==> config.mk <==
export PLATFORM = sky130hd
export DESIGN_NAME = jtcontra_irq_ctrl
export DESIGN_NICKNAME = d
export VERILOG_FILES = /design/src/rtl/jtcontra_irq_ctrl.sv
export SDC_FILE = /design/constraint.sdc
export NUM_CORES = 1
export LEC_CHECK = 0
export BUFFER_PORTS_ARGS = -buffer_cell sky130_fd_sc_hd__buf_2
export CORE_AREA = 3 3 67 69
export CTS_BUF_LIST = sky130_fd_sc_hd__clkbuf_4
export DETAILED_ROUTE_END_ITERATION = 8
export DIE_AREA = 0 0 70 72
export GPL_TIMING_DRIVEN = 0
export PLACE_DENSITY = 0.5
export SYNTH_ARGS = -nofsm -noshare
export SYNTH_HDL_FRONTEND = slang
export SYNTH_SLANG_ARGS = --single-unit
==> constraint.sdc <==
create_clock -name clk -period 1.47 [get_ports clk]
set_input_delay 0.294 -clock clk [delete_from_list [all_inputs] [get_ports clk]]
set_output_delay 0.294 -clock clk [all_outputs]
set_load 0.005 [all_outputs]
==> src/rtl/jtcontra_irq_ctrl.sv <==
// jtcontra_irq_ctrl: CH-channel edge/level interrupt controller with mask, pending, overflow and priority vector
module jtcontra_irq_ctrl #(
  parameter int         CH    = 4,
  parameter logic [7:0] MASK0 = 8'hFF,
  parameter logic [7:0] MODE0 = 8'hFF
) (
  input  logic          clk,
  input  logic          rstn,
  input  logic          dip_pause,
  input  logic [CH-1:0] src_n,
  input  logic          irq_ack,
  input  logic          wr,
  input  logic [1:0]    addr,
  input  logic [7:0]    din,
  output logic [7:0]    dout,
  output logic          irq_n,
  output logic [2:0]    vec
);
  logic [CH-1:0] mask, mode, pend, ovf, prev;
  logic [CH-1:0] fall, unm, ack_oh, clr, ovf_clr, pend_nx, ovf_nx, rd;
  logic [2:0]    vec_nx;
  always_comb begin
    fall    = prev & ~src_n & {CH{dip_pause}};
    unm     = pend & mask;
    vec_nx  = vec;
    for (int i = CH - 1; i >= 0; i--) if (unm[i]) vec_nx = 3'(i);
    for (int i = 0; i < CH; i++) ack_oh[i] = irq_ack && vec == 3'(i) && unm[i] && mode[i];
    clr     = ack_oh | ((wr && addr == 2'd2) ? din[CH-1:0] : '0);
    ovf_clr = (wr && addr == 2'd3) ? din[CH-1:0] : '0;
    // a new edge beats any clear in the same cycle, and then the old event counts as consumed
    pend_nx = (mode & (fall | (pend & ~clr))) | (~mode & ~src_n & {CH{dip_pause}});
    ovf_nx  = (ovf & ~ovf_clr) | (mode & fall & pend & ~clr);
  end
  always_comb begin
    rd   = addr == 2'd0 ? mask : addr == 2'd1 ? mode : addr == 2'd2 ? pend : ovf;
    dout = '0;
    dout[CH-1:0] = rd;
  end
  always_ff @(posedge clk or negedge rstn) begin
    if (!rstn) begin
      mask  <= MASK0[CH-1:0];
      mode  <= MODE0[CH-1:0];
      pend  <= '0;
      ovf   <= '0;
      prev  <= '1;
      irq_n <= 1'b1;
      vec   <= '0;
    end else begin
      prev  <= src_n;
      pend  <= pend_nx;
      ovf   <= ovf_nx;
      irq_n <= ~|unm;
      vec   <= vec_nx;
      if (wr && addr == 2'd0) mask <= din[CH-1:0];
      if (wr && addr == 2'd1) mode <= din[CH-1:0];
    end
  end
endmodule

==> impl_results.md, run 1 <==
* Hold WS at ~79 ps
* Failing checks: setup timing
* Initial core utilization at roughly 30%
* Number of flops mapped to enable cells by yosys at 0
* Clock transition at path regs at around 130 ps
* Count leader, synth: dfstp_2
* Clock Power Share at between 10% and 20%
* Register share of total power at 51.1%
* HP Start: src_n[0]
* Routed WL at 2.72 mm
* Endpoint, Worst Hold: prev[0]
* Critical Path Source: pend[2]
* Avg Cell Area, Syn at ~13 um2
* Clock Tree Root: clkbuf_4
* Initial antenna violation count at 0
* Fillers at around 420
* Max Freq at 620 MHz
* Largest net degree at the start of global routing at 24
* Die area at approximately 5000 um2
* Die width at approximately 70 um
* Cell variety after synth at 30
* Actual slew at the worst max-slew pin at 516 ps
* Fraction of layout cells with a size suffix above 1 at a little under three fifths
* Yosys warning total at 0
* Sequential cell area at 592 um2
* Top cells by area, synth: dfstp_2, dfrtp_1, mux2_2
* Finish-stage setup viols at 4
* TritonCTS sink count at 23
* RSZ-0062 raised after global routing: true
* Vias in the first global route at about 920
* Min Tclk post-route at 1610 ps
* Hold Path Stages at 1
* N_diodes at 0
* Sequential element share of the synthesized area at roughly half
* Nets at ~150
* Skew-Pair Late Insertion Delay at around 300 ps
* Post-layout power at about 0.0018 W
* Pwr dens at ~1200 nW/um2
* Final WS setup at -142 ps
* H-tree Lvls at 1
* WS Path Type: reg2out
* Hold Fails Final Rpt at 0
* Area delta synth->final at 27.2%
* CTS Buf Count at 3
* Remaining DRCs at 0
* Top cell type's share of synthesized area at slightly below 30%
* Worst path cell trace: mux4_2 > buf_2
* Slew HR at 65.6%
* FP Rows at 23
* Critical Path End Type: output port
* Outcome: finished, violations left
* # port buffers at 20
* Final period util at 110%
* Core ar. at ~4000 um2
* HPWL after DPL at about 1.9 mm
* Via count at a little under 900
* Flops & latches, synth at 23
* Pleak at between 0.6 and 0.7 nW
* Cell-internal power at ~0.0013 W
* Worst R2R End: ovf[0]
* First-pass GRT wire length at 4.54 mm
* Clk buf depth at 2
* All-layer global routing usage at a little under an eighth
* Cell type with the largest total area after synthesis: dfstp_2
* Max stage delay cell, worst path: mux4_2
* List of most frequent post-synthesis cells: dfstp_2, dfrtp_1, nand2_1
* CP max FO at 2
* P_sw at 0.000521 W
* Async SR Flop Fraction at 100%
* FF-to-FF path depth at 4
* FF-to-FF setup slack at about 90 ps
* Area of the multi-input gates at 551 um2
* Die height at a little over 70 um
* Worst IR Drop VDD at 528 uV
* DRT Pass-1 Iters at 4
* Routed Antenna Nets at 0
* Vias per inst at approximately 4.9
* Top FF cell, synth: dfstp_2
* Cell Area, Synth at 1180 um2
* CP Data Required Time at 1180 ps
* CTS tree: built
* # IOs at 31
* GRT Residual Overflow at 0
* Max cap viols at 0
* Clock skew at between 9 and 10 ps
* Post-Synthesis Cells at 89
* Reg2reg start: mask[0]
* CP startpoint kind: register
* Starting DRT DRC Count at between 50 and 60
* Switching share of power at 28.9%
* Crit path arrival time at ~1300 ps
* Max-slew violation count at 0
* HP Class: in2reg
* Average wire per standard cell at 14.9 um
* Combinational Power Share at a little under a third
* CP peak stage delay at ~470 ps
* GPL Wtd Cong at approximately 0.75
[cell type report]
cell class / instances / area share (%)
buffer: 6 / 3.25
clock buffer: 4 / 2.00
inverter: 1 / 0.250
multi-input combinational: 63 / 36.6
sequential: 23 / 39.4
tap: 50 / 4.16
timing repair buffer: 35 / 14.3
[registers in the layout, indices dropped and copies added (netlist names)]
signal	count
mask	4
mode	4
ovf	4
pend	4
prev	4
vec	2
irq_n	1
[kinds of logic (layout without fill, tap and decap cells)]
group,Yosys count,after routing,share of synthesized area [%]
buffers and inverters,7,46,4.45
multiplexers,12,12,15.9
AO/OA/AOI/OAI,18,18,14.3
AND/OR/NAND/NOR,28,28,14.9
other,1,5,0.317
flip-flops,23,23,50.1
[placed cells by master (no fill, tap or decap), drive strengths merged]
master	synthesis	final
a2111oi	1	1
a211oi	3	3
a21boi	1	1
a21o	4	4
a21oi	1	1
a221oi	2	2
a22o	1	1
a22oi	1	1
a32o	4	4
and3	1	1
and3b	1	1
and4	1	1
and4b	2	2
buf	6	40
clkbuf	0	4
conb	1	5
dfrtp	10	10
dfstp	13	13
dlygate4sd3	0	1
inv	1	1
mux2	8	8
mux4	4	4
nand2	9	9
nand2b	4	4
nand3b	2	2
nor2	2	2
nor2b	3	3
nor3b	1	1
nor4bb	1	1
or2	1	1
[metal layers]
layer  global-route usage (%)  vias up  share of wire [%]
met5                        0        -                  0
met4                     3.83        0               0.63
met1                     14.9      443                 44
met3                     2.49        2                7.3
met2                     19.6       34                 48
li1                         -      414                  -
[how the worst max path moves through the flow]
| stage | endpoint | cells after the start |
|---|---|---|
| floorplan | ovf[0] | 3 |
| CTS | dout[3] | 2 |
| detailed placement | dout[3] | 3 |
| global route | dout[1] | 2 |
| global placement | dout[3] | 3 |
| finish | dout[2] | 2 |
[what timing repair did]
| item | 4_1_cts | 5_1_grt |
|---|---|---|
| setup buffers | 10 | 4 |
| hold endpoints to repair | 10 | 0 |
| endpoints found under the setup margin | 4 | 5 |
| resized for setup | 2 | 1 |
| pin swaps | 0 | 0 |
| cloned | 0 | 0 |
| hold buffers | 1 | 0 |
[power groups by stage]
stage	combinational [W]	sequential (W)	clock, W
2_1_floorplan	0.000275	0.000915	0
3_3_place_gp	0.000412	0.000952	0
3_5_place_dp	0.000418	0.000957	0
4_1_cts	0.000538	0.000911	0.000332
5_1_grt	0.000629	0.000935	0.000365
6_report	0.000570	0.000920	0.000309
[critical path, delay by kind of cell, from the launching register on]
kind	cells	cell delay [ps]
mux	1	470
flops	1	400
buf+inv	1	140
[per-stage QoR]
step | TNS (ps) | instances | utilization [%] | setup slack, ps | instance area (um2)
6_report | -526 | 182 | 37.8 | -142 | 1500
3_5_place_dp | 0 | 163 | 34.2 | 42.5 | 1360
5_1_grt | -777 | 182 | 37.8 | -197 | 1500
3_3_place_gp | 0 | 163 | 34.2 | 33.1 | 1360
4_1_cts | -605 | 178 | 36.9 | -161 | 1470
2_1_floorplan | 0 | 93 | - | 193 | 1200
Power figures use the tool's default switching activity.
==> run 2: changes to the inputs <==
- HOLD_SLACK_MARGIN: unset -> 0.1
- PLACE_DENSITY: 0.5 -> 0.52
- clock period: 1.47 -> 1.4 ns (I/O delays scaled with it)
==> impl_results.md, run 2 (synthesis gave the netlist of run 1 again) <==
* Met2 routed WL at 1.18 mm (-8.7%)
* Die height at 72 um (unchanged)
* Worst path cell trace: mux4_2 > buf_2
* TritonCTS sink count at 23 (unchanged)
* HPWL after DPL at 1.91 mm (-0.72%)
* Area of the multi-input gates at 559 um2 (+1.6%)
* Min Tclk post-route at about 1600 ps
* Reg2reg start: mask[3]
* Actual slew at the worst max-slew pin at 529 ps (+12.4 ps)
* Clock Tree Root: clkbuf_4
* Cell-internal power at 0.00135 W (+6.0%)
* All-layer global routing usage at 11.3% (-0.27 points)
* Slew HR at 64.7% (-0.83 points)
* # IOs at 31 (unchanged)
* First-pass GRT wire length at 4.46 mm (-1.7%)
* CP max FO at 2 (unchanged)
* Final WS setup at -185 ps (-42.2 ps)
* Max Freq at between 600 and 700 MHz
* Max stage delay cell, worst path: mux4_2
* Average wire per standard cell at 14.3 um (-4.3%)
* Most frequent cells in the layout: buf_2, buf_4, dfstp_2
* Fraction of layout cells with a size suffix above 1 at 55.6% (-2.0 points)
* Worst IR Drop VDD at 412 uV (-22%)
* Core ar. at 3970 um2 (unchanged)
* M1 WL at 1.28 mm (+5.6%)
* WS Path Type: reg2out
* Outcome: finished, violations left
* CP peak stage delay at 460 ps (about the same)
* Max-slew violation count at 0 (unchanged)
* Met3 routed WL at 167 um (-16%)
* Max cap viols at 0 (unchanged)
* Clk buf depth at 2 (unchanged)
* Area delta synth->final at 31.3%
* Die width at 70 um (unchanged)
* P_sw at 0.000549 W (+5.5%)
* Critical Path Source: ovf[3]
* CP startpoint kind: register
* Pwr dens at 1230 nW/um2 (+2.6%)
* Sequential cell area at 592 um2 (unchanged)
* Pleak at 0.704 nW (+3.0%)
* Inst Count DP at 163 (unchanged)
* GRT Residual Overflow at 0 (unchanged)
* Clock transition at path regs at 130 ps (about the same)
* Switching share of power at 28.8% (-0.099 points)
* Combinational Power Share at 32.1% (+0.4 points)
* Largest net degree at the start of global routing at 24 (unchanged)
* HP Start: din[2]
* Crit path buffers/inverters at 1 (unchanged)
* Register share of total power at 51.0% (about the same)
* Hold WS at 263 ps (+183 ps)
* Remaining DRCs at 0 (unchanged)
* Crit path arrival time at 1300 ps (-20 ps)
* Finish-stage setup viols at 4 (unchanged)
* Fin cells at 185 (+1.6%)
* Hold Fails Final Rpt at 0 (unchanged)
* Critical Path End Type: output port
* Clock skew at 7.40 ps (-1.73 ps)
* Most common cell after layout, fill and taps aside: buf_2
* Final period util at 113%
* N_diodes at 0 (unchanged)
* Initial antenna violation count at 0 (unchanged)
* Initial core utilization at 29.7% (unchanged)
* Setup TNS at -710 ps (-184 ps)
* Highest Signal Layer: met4
* H-tree Lvls at 1 (unchanged)
* Routed Antenna Nets at 0 (unchanged)
* DRT Pass-1 Iters at 4 (unchanged)
* Nets at 155 (+2.0%)
* Failing checks: setup timing
* Post-layout power at 0.00190 W (+5.8%)
* Skew-Pair Late Insertion Delay at 300 ps (about the same)
* FP Rows at 23 (unchanged)
* Die area at 5040 um2 (unchanged)
* Via count at 866 (-3.0%)
* CTS Buf Count at 3 (unchanged)
* CTS tree: built
* Routed WL at 2.65 mm (-2.7%)
* HP Class: in2reg
* Vias in the first global route at 880 (-4.6%)
* RSZ-0062 raised after global routing: true
* Cell family with the largest share of critical-path delay: multiplexers
* Vias per inst at 4.68 (-4.6%)
* GPL Wtd Cong at 0.731 (-2.5%)
* # port buffers at 20 (unchanged)
* CP Data Required Time at 1120 ps (-60 ps)
* Clock Power Share at 16.9% (-0.3 points)
* Starting DRT DRC Count at 74 (+32%)
* Fillers at 388 (-8.1%)
-- run 2: cell types whose count changed in the layout (fill, tap and decap cells not counted) --
cell and change:
buf_4 -1, nor4bb_2 -1, buf_6 +1, nor4bb_4 +1, dlygate4sd3_1 +4, buf_2 -1
-- run 2: power by group through the flow --
| stage | clock network, W | registers, W | logic (W) |
|---|---|---|---|
| final | 0.000322 | 0.000971 | 0.000610 |
| after global routing | 0.000387 | 0.000991 | 0.000675 |
| after CTS | 0.000343 | 0.000971 | 0.000581 |
| after detailed placement | 0 | 0.00101 | 0.000437 |
| after global placement | 0 | 0.00100 | 0.000431 |
| after floorplan | 0 | 0.000961 | 0.000289 |
-- run 2: final timing paths --
| kind | endpoint | slack (ps) | cells after the start |
|---|---|---|---|
| min in group asynchronous | ovf[3] | 460 | 2 |
| max | dout[3] | -180 | 2 |
| max in group asynchronous | irq_n | 560 | 2 |
| min reg2reg | ovf[2] | 510 | 1 |
| max reg2reg | ovf[3] | 100 | 4 |
| min | mode[2] | 260 | 2 |
-- run 2: repair_timing --
action,CTS,global route
resized for setup,4,1
hold buffers,5,0
pin swaps,0,1
endpoints found under the setup margin,4,5
endpoints found under the hold margin,14,0
setup buffers,10,3
-- run 2: through the flow --
| step | setup slack (ps) | area (um2) | util, % |
|---|---|---|---|
| global route | -272 | 1550 | 39.0 |
| finish | -185 | 1550 | 39.0 |
| CTS | -206 | 1520 | 38.3 |
| floorplan | 123 | 1200 | - |
| global placement | -1.43 | 1360 | 34.2 |
| detailed placement | 2.81 | 1360 | 34.2 |
-- run 2: area by class of cell --
class	count	share of cell area, %
Timing Repair Buffer	38	16.4
Sequential cell	23	38.2
Inverter	1	0.242
Tap cell	50	4.04
Multi-Input combinational cell	63	36.1
Clock buffer	4	1.94
Buffer	6	3.15
-- run 2: layer usage --
| metal | vias up | global-route usage [%] |
|---|---|---|
| li1 | 421 | - |
| met1 | 418 | 16.2 |
| met2 | 25 | 17.2 |
| met3 | 2 | 2.35 |
| met4 | 0 | 3.83 |
| met5 | - | 0 |
==> run 3: changes to the inputs <==
- CORE_AREA: 3 3 67 69 -> 5 5 69 71
- DIE_AREA: 0 0 70 72 -> 0 0 74 76
==> impl_results.md, run 3 (synthesis gave the netlist of run 1 again) <==
* Outcome: finished, violations left
* Failing checks: setup timing
* # port buffers at 20 (unchanged)
* Most common cell after layout, fill and taps aside: buf_2
* Final period util at 115% (+2.2 points)
* Clock Power Share at 17.3% (+0.4 points)
* Largest net degree at the start of global routing at 24 (unchanged)
* Most frequent cells in the layout: buf_2, buf_4, dfstp_2
* Min Tclk post-route at 1620 ps (+30.8 ps)
* Register share of total power at 51.9% (+0.9 points)
* Vias in the first global route at 849 (-3.5%)
* Clk buf depth at 2 (unchanged)
* Die width at 74 um (+5.7%)
* TritonCTS sink count at 23 (unchanged)
* Crit path arrival time at 1340 ps (+40 ps)
* Worst IR Drop VDD at 501 uV (+22%)
* Pleak at 0.692 nW (-1.6%)
* GRT Residual Overflow at 0 (unchanged)
* Clock skew at 2.34 ps (-5.06 ps)
* RSZ-0062 raised after global routing: true
* GPL Wtd Cong at 0.774 (+5.9%)
* Routed WL at 2.87 mm (+8.5%)
* Max cap viols at 0 (unchanged)
* Average wire per standard cell at 15.5 um (+8.5%)
* Fraction of layout cells with a size suffix above 1 at 54.9% (-0.67 points)
* Worst path cell trace: mux4_2 > buf_2
* HP Class: in2reg
* Actual slew at the worst max-slew pin at 526 ps (-2.65 ps)
* Slew HR at 64.9% (+0.18 points)
* Final WS setup at -215 ps (-30.8 ps)
* Switching share of power at 29.7% (+0.88 points)
* Combinational Power Share at 30.8% (-1.3 points)
* Remaining DRCs at 0 (unchanged)
* P_sw at 0.000565 W (+2.9%)
* FP Rows at 24 (+4.3%)
* Max Freq at 619 MHz (-1.9%)
* HPWL after DPL at 2.03 mm (+6.3%)
* # IOs at 31 (unchanged)
* DRT Pass-1 Iters at 4 (unchanged)
* All-layer global routing usage at 10.7% (-0.65 points)
* Routed Antenna Nets at 0 (unchanged)
* Die area at 5620 um2 (+12%)
* Cell-internal power at 0.00134 W (-1.3%)
* Finish-stage setup viols at 4 (unchanged)
* CTS Buf Count at 3 (unchanged)
* Vias per inst at 4.74 (+1.3%)
* Initial antenna violation count at 0 (unchanged)
* Cell family with the largest share of critical-path delay: multiplexers
* Skew-Pair Late Insertion Delay at 310 ps (about the same)
* Area delta synth->final at 29.7%
* Setup TNS at -763 ps (-52.7 ps)
* Initial core utilization at 28.3% (-1.4 points)
* CP max FO at 2 (unchanged)
* Nets at 153 (-1.3%)
* H-tree Lvls at 1 (unchanged)
* CP peak stage delay at 480 ps (+20 ps)
* WS Path Type: reg2out
* CP startpoint kind: register
* Pre-CTS worst setup slack at 17.5 ps (+14.7 ps)
* Pwr dens at 1240 nW/um2 (+1.1%)
* Clock transition at path regs at 120 ps (about the same)
* Max-slew violation count at 0 (unchanged)
* Crit path buffers/inverters at 1 (unchanged)
* CTS tree: built
* CP Data Required Time at 1120 ps (about the same)
* First-pass GRT wire length at 4.57 mm (+2.5%)
* N_diodes at 0 (unchanged)
* Starting DRT DRC Count at 19 (-74%)
* Max stage delay cell, worst path: mux4_2
* Core ar. at 4170 um2 (+5.1%)
* Post-layout power at 0.00190 W (-0.11%)
* Clock Tree Root: clkbuf_4
* Via count at 877 (+1.3%)
* Hold WS at 255 ps (-7.45 ps)
* Hold Fails Final Rpt at 0 (unchanged)
* Critical Path End Type: output port
* Die height at 76 um (+5.6%)
-- run 3: cell types whose count changed in the layout (fill, tap and decap cells not counted) --
cell / change
buf_4: -2
buf_6: -1
buf_2: +1
-- run 3: timing repair --
item / in CTS / in global routing
hold buffers: 5 / 0
endpoints found under the setup margin: 4 / 6
cloned: 0 / 0
setup buffers: 7 / 4
endpoints found under the hold margin: 14 / 0
resized for setup: 2 / 2
-- run 3: path summary, 6_finish.rpt --
check,from,slack (ps),end,depth (start not counted)
min,din[1],260,mask[1],2
min in group asynchronous,rstn,460,ovf[3],2
min reg2reg,ovf[2],530,ovf[2],1
max in group asynchronous,rstn,570,prev[0],2
max,ovf[2],-220,dout[2],2
max reg2reg,mask[0],90,ovf[0],3
-- run 3: metrics by stage --
step                      util (%)  cell area (um2)  std cells
after floorplan                  -             1200         93
after global placement        32.6             1360        165
after detailed placement      32.6             1360        165
after CTS                     35.6             1490        181
after global routing          36.7             1530        185
final                         36.7             1530        185
-- run 3: worst reg2reg max path: stages (launching register included) --
cell      delay (ps)
dfstp_2          590
nor4bb_4         310
a211oi_2          70
a32o_1           240
-- run 3: area by class of cell --
class	instances	area (um2)
buffer	6	48.8
clock buffer	4	30.0
fill	444	2640
inverter	1	3.75
multi-input combinational	63	559
sequential	23	592
tap	52	65.1
timing repair buffer	36	233
-- run 3: layer usage --
layer	routed length [um]	track usage (%)
met3	152	2.64
met2	1390	15.1
met5	0	0
met1	1310	15.9
met4	23	3.26
-- run 3: power by group through the flow --
| stage | Clock (W) | Combinational, W | Sequential, W |
|---|---|---|---|
| detailed placement | 0 | 0.000442 | 0.00101 |
| global route | 0.000378 | 0.000635 | 0.00101 |
| CTS | 0.000349 | 0.000537 | 0.000971 |
| finish | 0.000328 | 0.000586 | 0.000987 |
| floorplan | 0 | 0.000289 | 0.000961 |
| global placement | 0 | 0.000433 | 0.000999 |
